<file path="config.mk">
export PLATFORM = sky130hd
export DESIGN_NAME = fibonacci
export DESIGN_NICKNAME = d
export VERILOG_FILES = /design/src/rtl/fibonacci.sv
export SDC_FILE = /design/constraint.sdc
export NUM_CORES = 1
export LEC_CHECK = 0
export CAP_MARGIN = 20
export CORE_AREA = 2 2 180 217
export DETAILED_ROUTE_END_ITERATION = 12
export DIE_AREA = 0 0 182 219
export SYNTH_ARGS = -nofsm -noshare
export SYNTH_HDL_FRONTEND = slang
export SYNTH_SLANG_ARGS = --single-unit
</file>
<file path="constraint.sdc">
create_clock -name clk -period 9.4 [get_ports clk]
set_input_delay 2.35 -clock clk [delete_from_list [all_inputs] [get_ports clk]]
set_output_delay 2.35 -clock clk [all_outputs]
set_load 0.05 [all_outputs]
</file>
<file path="src/rtl/fibonacci.sv">
// Fibonacci bus master: reads a {a, b, c, k} record from memory, runs k
// Fibonacci steps on (a, b), then writes back {a, b, b, 0}.
// Every bus request is held until ready, and valid is low for at least one
// cycle between requests.
module fibonacci (
   input  logic        clk,
   input  logic        rstb,
   input  logic        setb,
   output logic        idle,
   input  logic [31:0] a00,
   input  logic [31:0] ra0,
   input  logic [31:0] a40,
   input  logic [31:0] a50,
   input  logic [7:0]  pc0,
   input  logic [31:0] sp0,
   output logic [31:0] addr,
   output logic [2:0]  size,
   output logic        valid,
   output logic        write,
   output logic [31:0] wdata,
   input  logic [31:0] rdata,
   input  logic        ready
);

   typedef enum logic [3:0] {
      ST_LOAD = 4'd0,
      ST_RD_A = 4'd1,
      ST_RD_B = 4'd2,
      ST_RD_K = 4'd3,
      ST_ITER = 4'd4,
      ST_WR_A = 4'd5,
      ST_WR_B = 4'd6,
      ST_WR_C = 4'd7,
      ST_WR_K = 4'd8,
      ST_DONE = 4'd9
   } state_t;

   state_t      state_r, state_s, succ_s;
   logic        valid_r, valid_s, write_r, write_s, idle_r, idle_s;
   logic [2:0]  size_r;
   logic [31:0] addr_r, addr_s, wdata_r, wdata_s;
   logic [31:0] a_r, a_s, b_r, b_s, k_r, k_s;
   logic [31:0] base_r, ra_r, a4_r, a5_r, sp_r;
   logic [7:0]  pc_r;
   logic        bus_st_s, req_wr_s;
   logic [31:0] req_off_s, req_data_s;

   assign addr  = addr_r;
   assign size  = size_r;
   assign valid = valid_r;
   assign write = write_r;
   assign wdata = wdata_r;
   assign idle  = idle_r;

   // Request descriptor (offset, direction, data, follow-on state) of each bus state
   always_comb begin
      bus_st_s   = 1'b1;
      req_off_s  = 32'd0;
      req_wr_s   = 1'b0;
      req_data_s = 32'd0;
      succ_s     = ST_LOAD;
      case (state_r)
         ST_RD_A: begin req_off_s = 32'd0;  succ_s = ST_RD_B; end
         ST_RD_B: begin req_off_s = 32'd4;  succ_s = ST_RD_K; end
         ST_RD_K: begin req_off_s = 32'd12; succ_s = ST_ITER; end
         ST_WR_A: begin req_off_s = 32'd0;  req_wr_s = 1'b1; req_data_s = a_r; succ_s = ST_WR_B; end
         ST_WR_B: begin req_off_s = 32'd4;  req_wr_s = 1'b1; req_data_s = b_r; succ_s = ST_WR_C; end
         ST_WR_C: begin req_off_s = 32'd8;  req_wr_s = 1'b1; req_data_s = b_r; succ_s = ST_WR_K; end
         ST_WR_K: begin req_off_s = 32'd12; req_wr_s = 1'b1; req_data_s = 32'd0; succ_s = ST_DONE; end
         default: bus_st_s = 1'b0;
      endcase
   end

   // Next state, next bus outputs and next arithmetic registers
   always_comb begin
      state_s = state_r;
      valid_s = valid_r;
      write_s = write_r;
      addr_s  = addr_r;
      wdata_s = wdata_r;
      a_s     = a_r;
      b_s     = b_r;
      k_s     = k_r;
      case (state_r)
         ST_LOAD: begin
            valid_s = 1'b0;
            if (setb) state_s = ST_RD_A;
            else      state_s = ST_LOAD;
         end
         ST_ITER: begin
            if (!setb) begin
               state_s = ST_LOAD;
            end else if (k_r != 32'd0) begin
               a_s = b_r;
               b_s = a_r + b_r;
               k_s = k_r - 32'd1;
            end else begin
               state_s = ST_WR_A;
            end
         end
         ST_DONE: begin
            valid_s = 1'b0;
            if (setb) state_s = ST_DONE;
            else      state_s = ST_LOAD;
         end
         default: begin
            if (!bus_st_s) begin
               // unreachable encodings recover to LOAD
               valid_s = 1'b0;
               state_s = ST_LOAD;
            end else if (valid_r) begin
               if (ready) begin
                  // completing edge: drop valid, capture read data, move on
                  valid_s = 1'b0;
                  state_s = succ_s;
                  case (state_r)
                     ST_RD_A: a_s = rdata;
                     ST_RD_B: b_s = rdata;
                     ST_RD_K: k_s = rdata;
                     default: a_s = a_r;
                  endcase
               end else begin
                  valid_s = 1'b1;
               end
            end else if (!setb) begin
               // abort only between transactions
               state_s = ST_LOAD;
            end else begin
               valid_s = 1'b1;
               addr_s  = base_r + req_off_s;
               write_s = req_wr_s;
               wdata_s = req_data_s;
            end
         end
      endcase
      idle_s = (state_s == ST_DONE) ? 1'b1 : 1'b0;
   end

   // State register
   always_ff @(posedge clk or negedge rstb) begin
      if (!rstb) state_r <= ST_LOAD;
      else       state_r <= state_s;
   end

   // Registered bus outputs, idle flag and Fibonacci working registers
   always_ff @(posedge clk or negedge rstb) begin
      if (!rstb) begin
         valid_r <= 1'b0;
         write_r <= 1'b0;
         idle_r  <= 1'b0;
         size_r  <= 3'd2;
         addr_r  <= 32'd0;
         wdata_r <= 32'd0;
         a_r     <= 32'd0;
         b_r     <= 32'd0;
         k_r     <= 32'd0;
      end else begin
         valid_r <= valid_s;
         write_r <= write_s;
         idle_r  <= idle_s;
         size_r  <= 3'd2;
         addr_r  <= addr_s;
         wdata_r <= wdata_s;
         a_r     <= a_s;
         b_r     <= b_s;
         k_r     <= k_s;
      end
   end

   // Continuous capture of the start-up context while in LOAD
   always_ff @(posedge clk or negedge rstb) begin
      if (!rstb) begin
         base_r <= 32'd0;
         ra_r   <= 32'd0;
         a4_r   <= 32'd0;
         a5_r   <= 32'd0;
         sp_r   <= 32'd0;
         pc_r   <= 8'd0;
      end else if (state_r == ST_LOAD) begin
         base_r <= a00;
         ra_r   <= ra0;
         a4_r   <= a40;
         a5_r   <= a50;
         sp_r   <= sp0;
         pc_r   <= pc0;
      end
   end

endmodule

</file>
==> flow_metrics.env, run 1 <==
export IMPL_hold_path_class="register to register"
export IMPL_cts_resized=0
export IMPL_cp_top_family="simple AND/OR/NAND/NOR gates"
export IMPL_postSynthCellCount=1275
export IMPL_synth_top_cell_by_area="dfrtp_1"
export IMPL_setup_tns_ps=0
export IMPL_dp_hpwl_mm=21.2
export IMPL_ys_ff_latch=199
export IMPL_clock_power_share_pct=15.8
export IMPL_min_to="addr[0]$_DFFE_PN0P_"
export IMPL_dr_pass1_iters=5
export IMPL_cts_path_max_buffers=2
export IMPL_holdPathStages=2
export IMPL_critPathLaunchType="primary input"
export IMPL_fmax_mhz=186
export IMPL_viasPerCell=5.13
export IMPL_maxSlewViolCount=0
export IMPL_path_cells="clkdlybuf4s50_1, nand2_1, mux2_2, or4_1, a31o_2, buf_4, or2_1, and2_1, buf_4, o21ai_0, o21ai_0"
export IMPL_drt_iter0_drc=672
export IMPL_async_flop_share_pct=100
export IMPL_cts_htree_levels=4
export IMPL_syn_area_um2=11200
export IMPL_pwr_share_comb_pct=50.6
export IMPL_layout_min_cycle_time_ps=5380
export IMPL_cts_setup_buffers=0
export IMPL_worstMarginPinSlew_ps=809
export IMPL_p_sw_mw=2.16
export IMPL_drcViolationCount=0
export IMPL_ios=274
export IMPL_post_route_period_util_pct=57.2
export IMPL_gp_congestion=0.843
export IMPL_max_cap_violations=0
export IMPL_worstPathArrival_ps=5680
export IMPL_rows=78
export IMPL_setup_viol=0
export IMPL_path_max_fanout=71
export IMPL_slew_headroom_pct=46.0
export IMPL_synth_edf_count=0
export IMPL_whs_ps=462
export IMPL_cts_made_buffers=17
export IMPL_outcome="completed"
export IMPL_synthToLayoutAreaGrowth_pct=20.8
export IMPL_pwr_density_cell_nw_per_um2=346
export IMPL_grt_overflow=0
export IMPL_antenna_found_initial=0
export IMPL_grt_pass1_wl_mm=49.6
export IMPL_slowest_stage="clkdlybuf4s50_1"
export IMPL_fillers=3827
export IMPL_worst_path_stages=11
export IMPL_initial_core_util_pct=29.7
export IMPL_core_area_um2=37700
export IMPL_postCtsHoldBufs=0
export IMPL_ys_types=66
export IMPL_ys_warn_count=0
export IMPL_cts_sinks=199
export IMPL_r2r_slack_ps=5460
export IMPL_rsz0062_at_grt="false"
export IMPL_placedCellCount=1823
export IMPL_cts_tree="yes"
export IMPL_swShare_pct=46.1
export IMPL_hp_start="base_r[0]$_DFFE_PN0P_"
export IMPL_r2r_end="k_r[19]$_DFFE_PN0P_"
export IMPL_syn_avg_cell_area_um2=8.78
export IMPL_die_h_um=219
export IMPL_rr_startpoint="k_r[9]$_DFFE_PN0P_"
export IMPL_grt_pass1_vias=9367
export IMPL_peakVddDrop_mv=0.227
export IMPL_clk_latency_ps=440
export IMPL_layout_setup_ws_ps=4020
export IMPL_grt_max_degree=76
export IMPL_die_area_um2=39900
export IMPL_synth_area_top_cells="dfrtp_1, nand2_1, o21ai_0"
export IMPL_die_x_um=182
export IMPL_leakagePower_nw=5.90
export IMPL_post_place_ws_ps=3610
export IMPL_cp_num_buf_inv=3
export IMPL_antenna_cells=0
export IMPL_synth_ff_type="dfrtp_1"
export IMPL_worstPathRequired_ps=9700
export IMPL_path_class="primary input to register"
export IMPL_drive_gt1_share_pct=7.05
export IMPL_endpoint_kind="register"
export IMPL_stdcell_count=1856
export IMPL_clk_pin_slew_ps=70
export IMPL_skew_ps=13.7
export IMPL_hold_violations=0
export IMPL_finalWirelength_mm=30.4
export IMPL_num_vias=9530
export IMPL_cell_internal_pwr_mw=2.52
export IMPL_drt_wirelength_per_cell_um=16.4
export IMPL_synth_top_area_share_pct=44.5
export IMPL_grt_usage_pct=15.5
export IMPL_clock_root_buffer="clkbuf_16"
export IMPL_seqPwrFrac_pct=33.6
export IMPL_final_nets=1604
export IMPL_port_buffers=134
export IMPL_yosysSeqAreaShare_pct=44.5
export IMPL_r2r_cells=10
export IMPL_ant_nets=0
export IMPL_slowest_delay_ps=560
final cells by class:
type / count / area (um^2) / share of cell area [%]
clock buffers: 18 / 439 / 3.25
clock inverters: 13 / 138 / 1.02
inverters: 19 / 71.3 / 0.528
multi-input cells: 979 / 5800 / 42.9
flip-flops and latches: 199 / 4980 / 36.8
well taps: 480 / 601 / 4.44
repair buffers: 148 / 1480 / 11.0
synthesized netlist by cell type, types with 7 or more instances:
master / count
a21o_1: 22
a21oi_1: 115
a221oi_1: 33
a31oi_1: 10
and2_1: 30
and3_1: 13
buf_2: 8
buf_4: 7
clkbuf_1: 57
dfrtp_1: 199
ha_1: 34
inv_1: 19
mux2_2: 31
mux2i_1: 8
nand2_1: 180
nand3_1: 17
nand4_1: 10
nor2_1: 138
nor3_1: 16
o21a_1: 8
o21ai_0: 117
o21ai_1: 45
xnor2_1: 25
xor2_1: 28
tightest hold or removal path: stages (launching register included):
cell and delay, ps:
dfrtp_1 340, nand2_1 50, nand2_1 50
metrics by stage:
step	cell area, um^2	utilization [%]	total power, mW
finish	13500	35.9	4.68
global route	13500	35.9	5.04
CTS	13500	35.8	4.72
detailed placement	12900	34.2	3.96
global placement	12900	34.2	3.91
floorplan	11200	-	3.25
power groups by stage:
stage | clock (mW) | sequential [mW] | combinational [mW]
after floorplan | 0 | 1.98 | 1.28
after global placement | 0 | 1.57 | 2.34
after detailed placement | 0 | 1.59 | 2.37
after CTS | 0.760 | 1.58 | 2.38
after global routing | 0.798 | 1.64 | 2.60
final | 0.739 | 1.57 | 2.37
how the worst max path moves through the flow:
stage,from,to,slack [ps]
after floorplan,ready,k_r[19]$_DFFE_PN0P_,4850
after global routing,ready,k_r[25]$_DFFE_PN0P_,3810
after global placement,ready,k_r[3]$_DFFE_PN0P_,3650
after detailed placement,ready,k_r[3]$_DFFE_PN0P_,3610
final,ready,k_r[15]$_DFFE_PN0P_,4020
after CTS,ready,k_r[15]$_DFFE_PN0P_,4070
flip-flops by register name (all words and copies together), names as in the netlist:
name,count
state_r,4
a_r,32
idle,1
b_r,32
write,1
addr,32
valid,1
wdata,32
k_r,32
base_r,32
routing by layer:
layer	global-route usage, %	vias to the layer above	share of wire, %
li1	-	4670	-
met1	19.7	4599	45
met2	26.5	225	48
met3	2.79	36	4.3
met4	5.38	0	2.9
met5	0	-	0
kinds of logic after synthesis:
group                      Yosys count  synth area share, %
xor gates and xnor gates            53                 4.15
buffers and inverters               98                 3.88
other                                2               0.0671
and+or+nand+nor                    451                 18.3
DFF                                199                 44.5
adders and majority gates           36                 4.16
muxes                               39                 3.83
AOI/OAI and AO/OA                  397                 21.1
placed cells by master (no fill, tap or decap), drive strengths merged, types with 10 or more instances in the layout:
cell type      count
and3              13
nand3             17
nor3              17
mux2              31
inv               25
buf               14
nand4             10
ha                34
a21oi            115
a31oi             10
a21o              22
and2              30
dfrtp            199
o21ai            162
xor2              28
nor2             138
nand2            182
a221oi            33
clkdlybuf4s50    133
clkbuf            19
xnor2             25
(Power assumes the default switching activity.)
==> run 2, diff against run 1 <==
==> constraint.sdc (replaced) <==
create_clock -name clk -period 5.53 [get_ports clk]
set_input_delay 1.3825 -clock clk [delete_from_list [all_inputs] [get_ports clk]]
set_output_delay 1.3825 -clock clk [all_outputs]
set_load 0.05 [all_outputs]
==> flow_metrics.env, run 2 (synthesis gave the netlist of run 1 again) <==
export IMPL_clk_pin_slew_ps=80
export IMPL_rows=78
export IMPL_grt_overflow=0
export IMPL_dr_pass1_iters=7
export IMPL_post_route_period_util_pct=71.5
export IMPL_r2r_cells=15
export IMPL_die_area_um2=39900
export IMPL_fillers=3874
export IMPL_clock_root_buffer="clkbuf_16"
export IMPL_hold_violations=0
export IMPL_peakVddDrop_mv=0.321
export IMPL_skew_ps=11.7
export IMPL_worstPathRequired_ps=5880
export IMPL_final_area_um2=13500
export IMPL_whs_ps=465
export IMPL_crit_start="state_r[1]$_DFF_PN0_"
export IMPL_leakagePower_nw=5.89
export IMPL_ant_nets=0
export IMPL_num_vias=9489
export IMPL_maxSlewViolCount=0
export IMPL_dp_hpwl_mm=21.0
export IMPL_postCtsHoldBufs=0
export IMPL_cts_path_max_buffers=2
export IMPL_layout_common_cells="dfrtp_1, nand2_1, nor2_1, clkdlybuf4s50_1, o21ai_0"
export IMPL_clk_latency_ps=440
export IMPL_gp_congestion=0.850
export IMPL_drive_gt1_share_pct=6.98
export IMPL_layout_min_cycle_time_ps=3950
export IMPL_r2r_slack_ps=1580
export IMPL_cts_made_buffers=17
export IMPL_hold_path_class="register to register"
export IMPL_placedCellCount=1822
export IMPL_fin_util_pct=35.8
export IMPL_ios=274
export IMPL_synthToLayoutAreaGrowth_pct=20.6
export IMPL_port_buffers=134
export IMPL_r2r_end="addr[30]$_DFFE_PN0P_"
export IMPL_slowest_delay_ps=720
export IMPL_slowest_stage="dfrtp_1"
export IMPL_grt_pass1_wl_mm=49.7
export IMPL_layout_commonest_cell="dfrtp_1"
export IMPL_worstPathArrival_ps=4300
export IMPL_cts_htree_levels=4
export IMPL_path_max_fanout=17
export IMPL_endpoint_kind="register"
export IMPL_setup_viol=0
export IMPL_fmax_mhz=253
export IMPL_worstMarginPinSlew_ps=844
export IMPL_post_place_ws_ps=816
export IMPL_placed_cell_area_um2=12900
export IMPL_pwr_density_cell_nw_per_um2=587
export IMPL_path_cells="inv_1, nor2_1, nand2_1, nand2_1, ha_1, inv_1, fa_1, nor3b_1, and3_1, nand2_1, nor2_1, and3_1, nand4_1, xor2_1, o21ai_0"
export IMPL_antenna_found_initial=0
export IMPL_slew_headroom_pct=43.8
export IMPL_drcViolationCount=0
export IMPL_max_cap_violations=0
export IMPL_critPathLaunchType="register"
export IMPL_setup_tns_ps=0
export IMPL_cts_setup_buffers=0
export IMPL_grt_max_degree=125
export IMPL_antenna_cells=0
export IMPL_drt_iter0_drc=563
export IMPL_drt_wirelength_per_cell_um=16.3
export IMPL_crit_end="addr[30]$_DFFE_PN0P_"
export IMPL_cts_sinks=199
export IMPL_rr_startpoint="state_r[1]$_DFF_PN0_"
export IMPL_cts_tree="yes"
export IMPL_stdcell_count=1855
export IMPL_outcome="completed"
export IMPL_layout_setup_ws_ps=1580
export IMPL_core_area_um2=37700
export IMPL_path_common_cell="nand2_1"
export IMPL_cts_resized=0
export IMPL_finalWirelength_mm=30.3
export IMPL_path_class="register to register"
export IMPL_rsz0062_at_grt="false"
export IMPL_die_x_um=182
export IMPL_final_nets=1602
export IMPL_viasPerCell=5.12
export IMPL_initial_core_util_pct=29.7
export IMPL_grt_usage_pct=15.5
export IMPL_grt_pass1_vias=9498
export IMPL_die_h_um=219
export IMPL_p_total_mw=7.92
-- run 2: cell types whose count changed in the layout (fill, tap and decap cells not counted) --
cell / previous run / this run
buf_4: 12 / 10
clkinvlp_4: 3 / 4
clkbuf_8: 2 / 1
clkinv_4: 2 / 4
inv_8: 4 / 2
clkinv_2: 1 / 2
-- run 2: cell type report --
cell class	count	area [um^2]	area share [%]
multi-input combinational	979	5800	43.0
clock buffer	17	425	3.15
clock inverter	15	145	1.08
sequential	199	4980	36.9
inverter	19	71.3	0.529
timing repair buffer	146	1470	10.9
tap	480	601	4.45
-- run 2: routing by layer --
layer,vias to the layer above,GRT usage [%],wire [um]
li1,4669,-,-
met1,4562,19.5,13500
met2,222,27.0,14900
met3,36,2.34,1120
met4,0,5.91,849
met5,-,0,0
-- run 2: worst min-delay path by stage --
stage / cells after the start / to / slack [ps] / start
final: 2 / addr[0]$_DFFE_PN0P_ / 470 / base_r[0]$_DFFE_PN0P_
after global routing: 2 / addr[0]$_DFFE_PN0P_ / 500 / base_r[0]$_DFFE_PN0P_
after CTS: 2 / addr[0]$_DFFE_PN0P_ / 480 / base_r[0]$_DFFE_PN0P_
after detailed placement: 2 / addr[0]$_DFFE_PN0P_ / 460 / base_r[0]$_DFFE_PN0P_
after global placement: 2 / addr[1]$_DFFE_PN0P_ / 450 / base_r[1]$_DFFE_PN0P_
after floorplan: 2 / addr[0]$_DFFE_PN0P_ / 430 / base_r[0]$_DFFE_PN0P_
-- run 2: critical path: cells and delay by family, from the launching register on --
kind	cells	cell delay [ps]
AOI/OAI and AO/OA	1	160
xor gates and xnor gates	1	160
adders and majority gates	2	610
buffers and inverters	2	310
DFF	1	720
and+or+nand+nor	9	1900
-- run 2: report_power, final --
group | internal (mW) | switching, mW | total (mW)
clock network | 0.632 | 0.604 | 1.24
registers | 2.10 | 0.570 | 2.67
logic | 1.53 | 2.49 | 4.01
==> variant (settings of run 2) <==
`a_r` no longer has a reset.
--- a/src/rtl/fibonacci.sv
+++ b/src/rtl/fibonacci.sv
@@ -151,7 +151,6 @@
          size_r  <= 3'd2;
          addr_r  <= 32'd0;
          wdata_r <= 32'd0;
-         a_r     <= 32'd0;
          b_r     <= 32'd0;
          k_r     <= 32'd0;
       end else begin
@@ -161,10 +160,13 @@
          size_r  <= 3'd2;
          addr_r  <= addr_s;
          wdata_r <= wdata_s;
-         a_r     <= a_s;
          b_r     <= b_s;
          k_r     <= k_s;
       end
+   end
+
+   always_ff @(posedge clk) begin
+      a_r <= a_s;
    end
 
    // Continuous capture of the start-up context while in LOAD
Function: not settled (the Yosys comparison gave no result); the edit may change what the design does.
==> variant against run 2 <==
  * Synthesized area shrank 1.4%
  * Clock skew up 0.0041 ns
  * Total power fell by 5.4%
  * Clock power hardly changed
  * Final area decreased by 1.2%
  * Die area unchanged
  * Worst setup slack improved by 0.21 ns
  * Global-route usage down 0.68 points
  * Routed wire length is 2.7% lower
  * Utilization down 0.44 points
  * Sequential share of layout area rose by 1.7 points
  * Sequential cell count unchanged
  * Critical endpoint is now addr[28]
  * Highest routed layer unchanged
==> variant: results (changes against run 2) <==
* First-pass GRT wire length at 47300 um (-5.0%)
* DRT iter0 DRCs at 560 (-0.53%)
* H-tree Lvls at 4 (unchanged)
* Ratio of cells with drive above 1 in the final layout at 7.68% (+0.70 points)
* TritonRoute pass-1 iters at 8 (+1)
* Synth warn at 0 (unchanged)
* Layout Nets at 1529 (-4.6%)
* Start point of the worst hold path: wdata[13]
* Worst-Margin Slew at 0.866 ns (+0.0227 ns)
* Distinct cells, synth at 74 (+12%)
* Critical R2R Launch: state_r[1]
* Worst r2r dst: addr[28]
* Crit Path Max Fanout at 17 (unchanged)
* Hold EP: wdata[13]
* Worst-path clk slew at 0.07 ns
* Pin count of the biggest net entering global routing at 88 (-30%)
* Clock Tree Buf Depth at 2 (unchanged)
* Leak at 5.38 nW (-8.5%)
* Worst Reg2Reg Path Length in Cells at 13 (-2)
* Post-synth top cells: 254 x nand2_1, 167 x dfrtp_1, 130 x o21ai_0
* Hold WC Path Type: reg -> reg
* Post-synth EDFFs at 32 (+32)
* Root Driver: clkbuf_16
* Via count at 9098 (-4.1%)
* CP max stage cell: dfrtp_1
* Post-DP HPWL at 21000 um (-0.28%)
* Sequential share of the synthesized area at 46.6% (+2.1 points)
* # Post-CTS Setup Buffers at 0 (unchanged)
* Crit path largest cell delay at 0.73 ns
* Arr. time, crit path at 4.08 ns (-0.22 ns)
* Ant. Diodes at 0 (unchanged)
* Post-Synthesis Cells at 1194 (-6.4%)
* Outcome: finished clean
* Initial antenna violation count at 0 (unchanged)
* RePlAce Congestion at 0.831 (-2.2%)
* Async SR Flop Fraction at 83.9% (-16 points)
* Clock Latency Late Sink at 0.44 ns (about the same)
* Maximum VDD drop at 231 uV (-28%)
* Avg WL per Cell at 16.5 um (+1.3%)
* Clock Skews at 0.0158 ns (+0.00408 ns)
* Worst hold slack at 0.484 ns (+0.0192 ns)
* Synth top area cells: dfrtp_1 38%, edfxtp_1 8.7%, nand2_1 8.6%
* Vias in the first global route at 8617 (-9.3%)
* IO buf count at 134 (unchanged)
* Post-cts resize count at 0 (unchanged)
* Flop-to-flop setup slack at 1.78 ns (+0.21 ns)
* Total track usage at 14.8% (-0.68 points)
* CTS buffer count at 17 (unchanged)
* Hold depth at 2 (unchanged)
## variant: changes by cell type after synthesis, sizes merged, moves of 20 or more
cell / before / now
a21oi: 115 / 43
a221oi: 33 / 1
a22o: 0 / 22
a22oi: 2 / 32
a31oi: 10 / 30
and2: 30 / 8
dfrtp: 199 / 167
edfxtp: 0 / 32
nand2: 182 / 255
nor2: 138 / 63
o21ai: 162 / 139
## variant: cells by family after synthesis
family                   synth area share, %
buffers and inverters                   3.82
other                                 0.0680
AND/OR/NAND/NOR                         17.6
adder cells (fa/ha/maj)                 4.22
XOR/XNOR                                4.20
multiplexers                            3.73
AO/OA/AOI/OAI                           19.8
flip-flops                              46.6
## variant: cell type report
type / count / area, sq um
clock inverters: 15 / 140
inverters: 16 / 60.1
well taps: 480 / 601
fillers: 3826 / 24300
repair buffers: 146 / 1460
clock buffers: 17 / 425
multi-input cells: 909 / 5500
flip-flops and latches: 199 / 5140
## variant: worst max-delay path by stage
stage / start / to / slack (ns) / cells past startpoint
5_1_grt: state_r[1] / addr[28] / 1.41 / 13
3_3_place_gp: ready / b_r[31] / 1.43 / 9
2_1_floorplan: ready / a_r[0] / 0.88 / 4
3_5_place_dp: ready / b_r[31] / 1.40 / 9
4_1_cts: state_r[1] / addr[28] / 1.76 / 13
6_report: state_r[1] / addr[28] / 1.78 / 13
## variant: power by group
| group | internal (mW) | total, mW | switching [mW] |
|---|---|---|---|
| Sequential | 2.04 | 2.55 | 0.508 |
| Clock | 0.634 | 1.24 | 0.605 |
| Combinational | 1.46 | 3.71 | 2.25 |
| Total | 4.14 | 7.49 | 3.36 |
## variant: layer usage
layer	GRT usage, %	part of all wire, %	vias up
li1	-	-	4463
met1	20.4	46	4375
met2	24.9	48	245
met3	2.36	4.9	15
met4	2.80	0.78	0
met5	0	0	-
## variant: stage by stage
step | utilization [%] | worst slack, ns | power, mW | instances | instance area, sq um
after floorplan | - | 0.885 | 5.25 | 1195 | 11000
after detailed placement | 33.9 | 1.40 | 6.28 | 1750 | 12800
final | 35.4 | 1.78 | 7.49 | 1782 | 13300
after CTS | 35.4 | 1.76 | 7.54 | 1782 | 13300
after global placement | 33.9 | 1.43 | 6.20 | 1750 | 12800
after global routing | 35.4 | 1.41 | 8.06 | 1782 | 13300
## variant: critical path, delay by kind of cell, from the launching register on
kind / cells / cell delay (ns)
AOI/OAI and AO/OA: 1 / 0.13
xor gates and xnor gates: 1 / 0.14
adders and majority gates: 2 / 0.61
buffers and inverters: 1 / 0.06
DFF: 1 / 0.73
and+or+nand+nor: 8 / 1.98
